--- config.mk ---
export PLATFORM = sky130hd
export DESIGN_NAME = vrf_read_sequencer
export DESIGN_NICKNAME = d
export VERILOG_FILES = /design/src/rtl/vrf_pkg.sv /design/src/rtl/vrf_rseq_out_stage.sv /design/src/rtl/vrf_read_sequencer.sv
export SDC_FILE = /design/constraint.sdc
export NUM_CORES = 1
export LEC_CHECK = 0
export ABC_CLOCK_PERIOD_IN_PS = 1600
export CORE_AREA = 5 5 511 513
export CTS_CLUSTER_DIAMETER = 50
export CTS_CLUSTER_SIZE = 25
export DETAILED_ROUTE_END_ITERATION = 16
export DIE_AREA = 0 0 516 518
export MAX_ROUTING_LAYER = met4
export SLEW_MARGIN = 10
export SYNTH_ARGS = -nofsm -noshare
export SYNTH_HDL_FRONTEND = slang
export SYNTH_SLANG_ARGS = --single-unit
--- constraint.sdc ---
create_clock -name clk -period 1.6 [get_ports clk]
set_clock_uncertainty 0.15 [all_clocks]
set_input_delay 0.32 -clock clk [delete_from_list [all_inputs] [get_ports clk]]
set_output_delay 0.32 -clock clk [all_outputs]
set_load 0.01 [all_outputs]
--- src/rtl/vrf_pkg.sv ---
// vrf_pkg: shared defaults, state enum and row/count types for the VRF read sequencer
package vrf_pkg;
   localparam int VRF_ROW       = 16;
   localparam int VRF_WIDTH     = 256;
   localparam int VRF_MAX_GRP   = 8;
   localparam int VRF_ROW_WIDTH = $clog2(VRF_ROW);
   localparam int VRF_CNT_W     = $clog2(VRF_MAX_GRP) + 1;
   typedef enum logic {IDLE, BUSY} rseq_state_e;
   typedef logic [VRF_ROW_WIDTH-1:0] row_addr_t;
   typedef logic [VRF_CNT_W-1:0]     grp_cnt_t;
endpackage

--- src/rtl/vrf_rseq_out_stage.sv ---
// vrf_rseq_out_stage: registered output beat with valid/ready hold; write-forwarding under VRF_RSEQ_BYPASS_EN
module vrf_rseq_out_stage #(
   parameter int ROW_WIDTH = 4,
   parameter int WIDTH     = 256,
   parameter int CNT_W     = 4
) (
   input  logic                 clk,
   input  logic                 rst_n,
   input  logic                 load,
   input  logic                 out_ready,
   input  logic [ROW_WIDTH-1:0] raddr1,
   input  logic [ROW_WIDTH-1:0] raddr2,
   input  logic [WIDTH-1:0]     rdata1,
   input  logic [WIDTH-1:0]     rdata2,
   input  logic                 wen,
   input  logic [ROW_WIDTH-1:0] waddr,
   input  logic [WIDTH-1:0]     wdata,
   input  logic [CNT_W-1:0]     idx,
   input  logic                 last,
   output logic                 out_valid,
   output logic [WIDTH-1:0]     out_data1,
   output logic [WIDTH-1:0]     out_data2,
   output logic [CNT_W-1:0]     out_idx,
   output logic                 out_last
);
   logic             valid_q, valid_d, last_q, last_d;
   logic [WIDTH-1:0] data1_q, data1_d, data2_q, data2_d, cap1, cap2;
   logic [CNT_W-1:0] idx_q, idx_d;
`ifdef VRF_RSEQ_BYPASS_EN
   assign cap1 = (wen && waddr == raddr1) ? wdata : rdata1;
   assign cap2 = (wen && waddr == raddr2) ? wdata : rdata2;
`else
   logic unused_snoop;
   assign unused_snoop = ^{wen, waddr, wdata, raddr1, raddr2};
   assign cap1 = rdata1;
   assign cap2 = rdata2;
`endif
   // capture a new beat on load, otherwise hold until the consumer takes it
   always_comb begin
      valid_d = load ? 1'b1 : (out_ready ? 1'b0 : valid_q);
      data1_d = load ? cap1 : data1_q;
      data2_d = load ? cap2 : data2_q;
      idx_d   = load ? idx  : idx_q;
      last_d  = load ? last : last_q;
   end
   // output registers, cleared by async reset
   always_ff @(posedge clk or negedge rst_n) begin
      if (!rst_n) begin
         valid_q <= 1'b0;
         data1_q <= '0;
         data2_q <= '0;
         idx_q   <= '0;
         last_q  <= 1'b0;
      end else begin
         valid_q <= valid_d;
         data1_q <= data1_d;
         data2_q <= data2_d;
         idx_q   <= idx_d;
         last_q  <= last_d;
      end
   end
   assign out_valid = valid_q;
   assign out_data1 = data1_q;
   assign out_data2 = data2_q;
   assign out_idx   = idx_q;
   assign out_last  = last_q;
endmodule

--- src/rtl/vrf_read_sequencer.sv ---
// vrf_read_sequencer: walks a register group across both bank read ports and streams one beat per row
module vrf_read_sequencer
   import vrf_pkg::*;
#(
   parameter int ROW       = VRF_ROW,
   parameter int ROW_WIDTH = $clog2(ROW),
   parameter int WIDTH     = VRF_WIDTH,
   parameter int MAX_GRP   = VRF_MAX_GRP,
   parameter int CNT_W     = $clog2(MAX_GRP) + 1
) (
   input  logic                 clk,
   input  logic                 rst_n,
   input  logic                 req_valid,
   output logic                 req_ready,
   input  logic [ROW_WIDTH-1:0] req_vs1,
   input  logic [ROW_WIDTH-1:0] req_vs2,
   input  logic [CNT_W-1:0]     req_cnt,
   output logic [ROW_WIDTH-1:0] raddr1,
   output logic [ROW_WIDTH-1:0] raddr2,
   input  logic [WIDTH-1:0]     rdata1,
   input  logic [WIDTH-1:0]     rdata2,
   input  logic                 wen,
   input  logic [ROW_WIDTH-1:0] waddr,
   input  logic [WIDTH-1:0]     wdata,
   output logic                 out_valid,
   input  logic                 out_ready,
   output logic [WIDTH-1:0]     out_data1,
   output logic [WIDTH-1:0]     out_data2,
   output logic [CNT_W-1:0]     out_idx,
   output logic                 out_last
);
   rseq_state_e          state_q, state_d;
   logic [ROW_WIDTH-1:0] raddr1_q, raddr1_d, raddr2_q, raddr2_d;
   logic [CNT_W-1:0]     idx_q, idx_d, last_idx_q, last_idx_d, cnt_eff;
   logic                 load, at_last;
   assign cnt_eff   = (req_cnt == '0) ? CNT_W'(1) : (req_cnt > CNT_W'(MAX_GRP)) ? CNT_W'(MAX_GRP) : req_cnt;
   assign req_ready = (state_q == IDLE);
   assign load      = (state_q == BUSY) && (!out_valid || out_ready);
   assign at_last   = (idx_q == last_idx_q);
   // address registers track vs+idx; they stop on the last row so IDLE holds the final address
   always_comb begin
      state_d    = state_q;
      raddr1_d   = raddr1_q;
      raddr2_d   = raddr2_q;
      idx_d      = idx_q;
      last_idx_d = last_idx_q;
      if (state_q == IDLE && req_valid) begin
         state_d    = BUSY;
         raddr1_d   = req_vs1;
         raddr2_d   = req_vs2;
         idx_d      = '0;
         last_idx_d = cnt_eff - CNT_W'(1);
      end else if (load) begin
         idx_d    = idx_q + CNT_W'(1);
         state_d  = at_last ? IDLE : BUSY;
         raddr1_d = at_last ? raddr1_q : raddr1_q + ROW_WIDTH'(1);
         raddr2_d = at_last ? raddr2_q : raddr2_q + ROW_WIDTH'(1);
      end
   end
   // sequencer state, cleared by async reset which also drops any group in flight
   always_ff @(posedge clk or negedge rst_n) begin
      if (!rst_n) begin
         state_q    <= IDLE;
         raddr1_q   <= '0;
         raddr2_q   <= '0;
         idx_q      <= '0;
         last_idx_q <= '0;
      end else begin
         state_q    <= state_d;
         raddr1_q   <= raddr1_d;
         raddr2_q   <= raddr2_d;
         idx_q      <= idx_d;
         last_idx_q <= last_idx_d;
      end
   end
   assign raddr1 = raddr1_q;
   assign raddr2 = raddr2_q;
   vrf_rseq_out_stage #(
      .ROW_WIDTH(ROW_WIDTH),
      .WIDTH    (WIDTH),
      .CNT_W    (CNT_W)
   ) u_out (
      .clk      (clk),
      .rst_n    (rst_n),
      .load     (load),
      .out_ready(out_ready),
      .raddr1   (raddr1_q),
      .raddr2   (raddr2_q),
      .rdata1   (rdata1),
      .rdata2   (rdata2),
      .wen      (wen),
      .waddr    (waddr),
      .wdata    (wdata),
      .idx      (idx_q),
      .last     (at_last),
      .out_valid(out_valid),
      .out_data1(out_data1),
      .out_data2(out_data2),
      .out_idx  (out_idx),
      .out_last (out_last)
   );
endmodule
==> results.md, run 1 <==
* Post-synth EDFFs at 0
* Crit-path slowest cell: dfrtp_2
* Reg2reg setup slack at -0.23 ns
* Register area share after synthesis at 66.0%
* # rows at 186
* WP data required at approximately 1.1 ns
* Die Y at 518 um
* Clock Tree Buf Depth at 3
* VDD IR max at ~1.0 mV
* Inst Count DP at roughly 6,700
* Max Cap Viol at 0
* #FFs+latches synth at 535
* Buf/Inv on CP at 3
* Design Area, Final at 47,000 um2
* Final Non-Filler Cells at 7,721
* Die Area at 267,000 um2
* Layout Area Growth over Synthesis at 132%
* DRC violation count after routing at 0
* Aggregate global-route resource usage at 13.8%
* # nets final at 4,825
* Max Fclk at between 0.5 and 0.6 GHz
* Detail Placement HPWL at 161,000 um
* Pre-CTS setup slack at -0.684 ns
* DRT Pass-1 Iters at 5
* Final setup TNS at -95.10 ns
* Final wirelength at ~190,000 um
* Post-synthesis instance total at about 2,300
* Share of layout cells above drive strength 1 at 25.0%
* Worst setup EP type: output port
* Crit Path Class: register to output port
* Port Buffers at 1,054
* Vias/cell at 3.04
* HP Class: primary input to register
* Core Area at 256,000 um2
* Crit path DAT at around 1.4 ns
* CTS tree: yes
* Most frequent cells in the layout: nand2_1, clkdlybuf4s50_1, dfrtp_1
* Commonest register cell after synthesis: dfrtp_1
* H-tree depth at 3
* Failing checks: setup timing
* CTS root buffer: clkbuf_16
* IO Pins at 1,316
* DR iter-0 viols at 1,092
* Minimum clock period at 1.87 ns
* Largest net degree at the start of global routing at 89
* Rel. slew slack at 57.7%
* RSZ-0062 raised after global routing: true
* First-pass GRT wire length at 238,000 um
* Worst path max stage delay at 0.41 ns
* Vias at 23,490
* Ys Warns at 0
* Fillcell total at 27,890
* Worst-margin pin slew at roughly 0.63 ns
* Worst skew pair latency at 0.70 ns
* CP max FO at 2
* Netlist Area Pre-Place at 20,300 um2
* Slew Limit Fails at 0
* Final setup fails at 958
* Die width at between 500 and 600 um
* Final WS setup at -0.270 ns
* Initial antenna violation count at 272
* Yosys cell types at 30
* CTS Sinks at 535
* Overflow after GRT at 0
* Hold Fails Final Rpt at 0
* Cts bufs inserted at 92
* Final Util at between 10% and 20%
* Ys async rst share at 100%
* GP Congestion at roughly 0.84
* Commonest non-fill, non-tap cell in the layout: nand2_1
* Worst setup SP type: register
* Clock-pin slew on the worst setup and hold paths at 0.05 ns
* Syn Nets at 3,075
* Synthesized area per cell at 8.89 um2
* Dpl cell area at approximately 38,000 um2
* Status: finished with violations
* Tcrit/Tclk final at 117%
* Antenna viol nets, final at 0
* Leakage at 21.9 nW
* CP top delay family: flip-flops
* WL per Instance at around 24 um
* Cell Pwr Density at approximately 2000 nW/um2
* Crit-path cells: inv_2, buf_6, buf_12
* Number of global-route vias before repair at 24,347
* Initial core utilization at 7.94%
-- sequential cells by signal, indices dropped and copies added (netlist names) --
name and flops:
u_out.out_idx 4, u_out.out_data1 256, u_out.out_valid 1, state_q 1, raddr1 4, raddr2 4
last_idx_q 4, u_out.out_last 1, idx_q 4, u_out.out_data2 256
-- timing repair --
| item | 4_1_cts | 5_1_grt |
|---|---|---|
| setup buffers | 136 | 35 |
| pin swaps | 5 | 1 |
| hold buffers | 429 | 0 |
| endpoints found under the setup margin | 1029 | 1048 |
| hold endpoints to repair | 962 | 0 |
| gates resized for setup | 1962 | 21 |
| gates cloned | 6 | 7 |
-- synth_stat cells, drive strengths merged (2+ instances only) --
cell       n  area [um2]
a31oi      6        37.5
and2       2        12.5
buf      102         524
clkbuf    18        67.6
dfrtp    535       13400
ha         4        50.1
inv        3        11.3
nand2   1559        5850
nand2b     2        15.0
nand3      7        35.0
nor2       8        30.0
nor2b      2        12.5
o21a       2        15.0
o21ai      7        35.0
o22a       2        17.5
o31ai      4        30.0
or3        2        15.0
or4        4        30.0
xor2       5        43.8
-- power by group --
part	total, W	switching (W)	internal, W	leakage [nW]
Sequential	0.0258	0.00558	0.0202	6.54
Clock	0.0210	0.00813	0.0128	1.57
Combinational	0.0470	0.0233	0.0237	13.8
Total	0.0938	0.0370	0.0568	21.9
-- kinds of logic (layout without fill, tap and decap cells) --
group / Yosys count / count (layout) / synth area share (%)
DFF: 535 / 535 / 66.0
and+or+nand+nor: 1589 / 1591 / 29.7
xor gates and xnor gates: 6 / 6 / 0.259
AOI/OAI and AO/OA: 23 / 23 / 0.727
adders and majority gates: 4 / 4 / 0.247
buffers and inverters: 123 / 1947 / 2.97
other: 0 / 229 / 0
muxes: 2 / 2 / 0.105
-- routing by layer --
| layer | up-vias | part of all wire, % | global-route usage, % |
|---|---|---|---|
| li1 | 10798 | - | - |
| met1 | 11341 | 40 | 15.0 |
| met2 | 1143 | 44 | 21.4 |
| met3 | 208 | 13 | 7.98 |
| met4 | 0 | 3.1 | 3.88 |
| met5 | - | 0 | - |
-- worst paths after layout --
check	start	end	cells after the start
worst min-delay path	rdata1[78]	u_out.out_data1[78]	3
worst min register to register	u_out.out_data2[137]	u_out.out_data2[137]	2
worst max register to register	state_q	u_out.out_data1[39]	8
worst max-delay path	state_q	req_ready	3
min in group asynchronous	rst_n	u_out.out_data2[7]	3
max in group asynchronous	rst_n	u_out.out_data1[254]	3
-- tightest hold or removal path, cell delays in order --
cell             delay (ns)
clkdlybuf4s50_1        0.42
nand2_2                0.08
nand2_1                0.04
-- metrics by stage --
| step | hold WS [ns] | power [W] |
|---|---|---|
| 6_report | 0.0613 | 0.0938 |
| 5_1_grt | 0.0158 | 0.0985 |
| 4_1_cts | 0.000478 | 0.0945 |
| 3_5_place_dp | 0.0671 | 0.0691 |
| 3_3_place_gp | 0.0670 | 0.0686 |
| 2_1_floorplan | -0.126 | 0.0365 |
-- final cells by class --
type                            instances  area [um2]  share of cell area (%)
Multi-Input combinational cell       1626        6440                    13.7
Sequential cell                       535       13400                    28.5
Clock buffer                          108        2500                    5.31
Timing Repair Buffer                 1774       19100                    40.7
Inverter                                3        11.3                  0.0239
Antenna cell                          229         573                    1.22
Clock inverter                         62         729                    1.55
Tap cell                             3384        4230                    9.00
Note: power is estimated with default switching activity, not from simulation.
==> run 2: changes to the inputs <==
--- a/config.mk
+++ b/config.mk
@@ -6,13 +6,14 @@
 export NUM_CORES = 1
 export LEC_CHECK = 0
 export ABC_CLOCK_PERIOD_IN_PS = 1600
-export CORE_AREA = 5 5 511 513
+export CORE_AREA = 5 5 514 516
 export CTS_CLUSTER_DIAMETER = 50
 export CTS_CLUSTER_SIZE = 25
 export DETAILED_ROUTE_END_ITERATION = 16
-export DIE_AREA = 0 0 516 518
+export DIE_AREA = 0 0 519 521
 export MAX_ROUTING_LAYER = met4
 export SLEW_MARGIN = 10
 export SYNTH_ARGS = -nofsm -noshare
 export SYNTH_HDL_FRONTEND = slang
+export SYNTH_HIERARCHICAL = 1
 export SYNTH_SLANG_ARGS = --single-unit
==> run 2 against run 1 <==
Net effect: the flow still finishes with violations (setup timing); synthesized area up 1.4%; cell count down 16%; sequential power up 2%; setup slack worse by 0.043 ns; non-clock buffer count down 235; sequential cell count unchanged; sequential share of layout area up 0.46 points; maximum frequency down 2.3%; synthesized cell count down 48%; register-to-register slack worse by 0.08 ns; total power up 9.0%; critical path depth up 4; critical path type is now register to register; critical endpoint is now u_out/out_data2[108]; largest power group unchanged; highest routed layer unchanged.
==> results.md, run 2 <==
* Status: finished with violations
* Failing checks: setup timing
* CTS root buffer: clkbuf_16
* Hold Fails Final Rpt at 0
* Layout Area Growth over Synthesis at 125%
* Minimum clock period at ~1.9 ns
* Worst setup SP type: register
* Vias/cell at 2.77
* Core Area at between 200,000 and 300,000 um2
* IO Pins at about 1,300
* CP max FO at 7
* Antenna viol nets, final at 0
* Hold_sp: rdata2[51]
* Largest net degree at the start of global routing at 69
* Most frequent cells after synthesis: dfrtp_1, mux2_2, mux2_4
* Netlist Area Pre-Place at 20,600 um2
* RR Startpoint: u_out/out_valid
* Worst skew pair latency at about 0.71 ns
* Max Cap Viol at 0
* Synthesized area per cell at 17.2 um2
* Final Util at 17.9%
* Clock-pin slew on the worst setup and hold paths at 0.06 ns
* Count leader, synth: dfrtp_1
* Die Area at about 270,000 um2
* Syn Nets at 1,989
* Final WS setup at -0.313 ns
* Overflow after GRT at 0
* Final wirelength at 189,000 um
* Commonest register cell after synthesis: dfrtp_1
* Die width at just over 500 um
* Crit-path slowest cell: dfrtp_1
* Share of layout cells above drive strength 1 at 52.1%
* Cell mode on critical path: clkbuf_16
* Worst setup EP type: register
* Port Buffers at 1,054
* Post-synthesis instance total at around 1,200
* Initial antenna violation count at 327
* DRC violation count after routing at 0
* DRT Pass-1 Iters at 5
* Buf/Inv on CP at 4
* CP top delay family: buffers and inverters
* Post-synth top area share at between 60 and 70%
* Crit-path cells: or2b_4, nand2_8, inv_16, buf_16, clkbuf_16, clkbuf_16, mux2_2
* Aggregate global-route resource usage at 13.6%
* Worst R2R End: u_out/out_data2[108]
* Worst Hold Depth at 2
* VDD IR max at 1.13 mV
* Final setup fails at 1,055
* Tcrit/Tclk final at 120%
* # nets final at roughly 3,600
* Yosys cell types at 30
* Cell Pwr Density at 2210 nW/um2
* Post-synth EDFFs at 0
* HP Class: primary input to register
* Hold Path Sink: u_out/out_data2[51]
* Synth top area cells: dfrtp_1, mux2_2, mux2_4
* Number of global-route vias before repair at ~19,000
* Worst-margin pin slew at 0.467 ns
* # rows at 187
* Register area share after synthesis at between 60% and 70%
* WHS at 0.0664 ns
* Rel. slew slack at 68.8%
* WL per Instance at 29.1 um
* Reg2reg setup slack at -0.31 ns
* H-tree depth at 3
* Cts bufs inserted at 97
* WP data required at 2.06 ns
* Ys async rst share at 100%
* First-pass GRT wire length at 227,000 um
* Inst Count DP at approximately 5,700
* Worst path max stage delay at 0.37 ns
* Slew Limit Fails at 0
* Vias at approximately 18,000
* #FFs+latches synth at 535
* Ys Warns at 6
* Final Non-Filler Cells at roughly 6,500
* Max Fclk at 0.523 GHz
* Most frequent cells in the layout: dfrtp_1, clkdlybuf4s50_1, mux2_2
* Detail Placement HPWL at 162,000 um
* CTS Sinks at 535
* RSZ-0062 raised after global routing: true
* Die Y at around 520 um
* Commonest non-fill, non-tap cell in the layout: dfrtp_1
* Reg2reg path depth at 7
* Synth area leader: dfrtp_1
* CTS tree: yes
* Pre-CTS setup slack at -0.863 ns
* GP Congestion at 0.858
* DR iter-0 viols at 631
* Crit Path Class: register to register
* Leakage at 19.3 nW
* Clock Tree Buf Depth at 3
* Crit path DAT at 2.38 ns
* Initial core utilization at 7.95%
[run 2: cell types whose count changed in the layout (fill, tap and decap cells not counted), sizes merged, moves of 3 or more]
cell | before | now
buf | 809 | 754
o21ai | 7 | 10
clkinv | 20 | 23
dlygate4sd3 | 429 | 241
nor2 | 8 | 11
inv | 29 | 36
mux2 | 1 | 518
bufinv | 9 | 14
nand2 | 1560 | 6
diode | 229 | 224
bufbuf | 4 | 0
clkbuf | 114 | 125
[run 2: cells by family after synthesis]
group,share of synthesized area (%)
and+or+nand+nor,1.10
DFF,65.0
muxes,30.2
xor gates and xnor gates,0.298
AOI/OAI and AO/OA,0.717
buffers and inverters,2.43
adders and majority gates,0.243
[run 2: worst reg2reg max path: cells and delay by family (launching register included)]
family,cells,cell delay (ns)
buffers and inverters,4,0.64
DFF,1,0.37
muxes,1,0.34
and+or+nand+nor,2,0.31
[run 2: repair_timing]
item                        CTS  global route
hold endpoints to repair    775             0
setup buffers               119            14
pin swaps                     1             3
hold buffers                241             0
setup endpoints to repair  1039          1055
gates cloned                  7            21
resized for setup          1873           162
[run 2: layer usage]
layer	vias up	routed length, um	global-route usage [%]
met5	-	0	-
met4	0	6900	3.85
met3	200	29200	9.41
met2	1162	81900	20.6
met1	8817	70700	14.3
li1	7794	-	-
[run 2: how the worst max path moves through the flow]
stage	endpoint	depth (start not counted)	from
2_1_floorplan	u_out/out_data2[134]	9	u_out/out_valid
6_report	u_out/out_data2[108]	7	u_out/out_valid
4_1_cts	req_ready	3	state_q
5_1_grt	u_out/out_data1[124]	7	u_out/out_valid
3_3_place_gp	u_out/out_data1[129]	6	out_ready
3_5_place_dp	u_out/out_data2[123]	6	out_ready
[run 2: cell type report]
type / instances / area, um2
Antenna cell: 224 / 561
Fill cell: 27966 / 213000
Timing Repair Buffer: 1539 / 17100
Tap cell: 3402 / 4260
Multi-Input combinational cell: 595 / 7220
Inverter: 3 / 30.0
Sequential cell: 535 / 13400
Clock inverter: 76 / 1120
Clock buffer: 107 / 2530
Timing Repair inverter: 1 / 16.3
[run 2: report_power, final]
group / leakage [nW] / switching, W / total (W) / internal [W]
Combinational: 11.3 / 0.0219 / 0.0527 / 0.0308
Sequential: 6.24 / 0.00588 / 0.0264 / 0.0205
Clock: 1.76 / 0.00889 / 0.0231 / 0.0142
Total: 19.3 / 0.0367 / 0.102 / 0.0655
[run 2: stage by stage]
step | setup TNS (ns) | power [W] | instance area [um2]
2_1_floorplan | -183.25 | 0.0405 | 20700
3_3_place_gp | -372.85 | 0.0732 | 37700
3_5_place_dp | -382.60 | 0.0739 | 37700
4_1_cts | -239.80 | 0.101 | 44500
5_1_grt | -258.59 | 0.106 | 46200
6_report | -186.59 | 0.102 | 46200
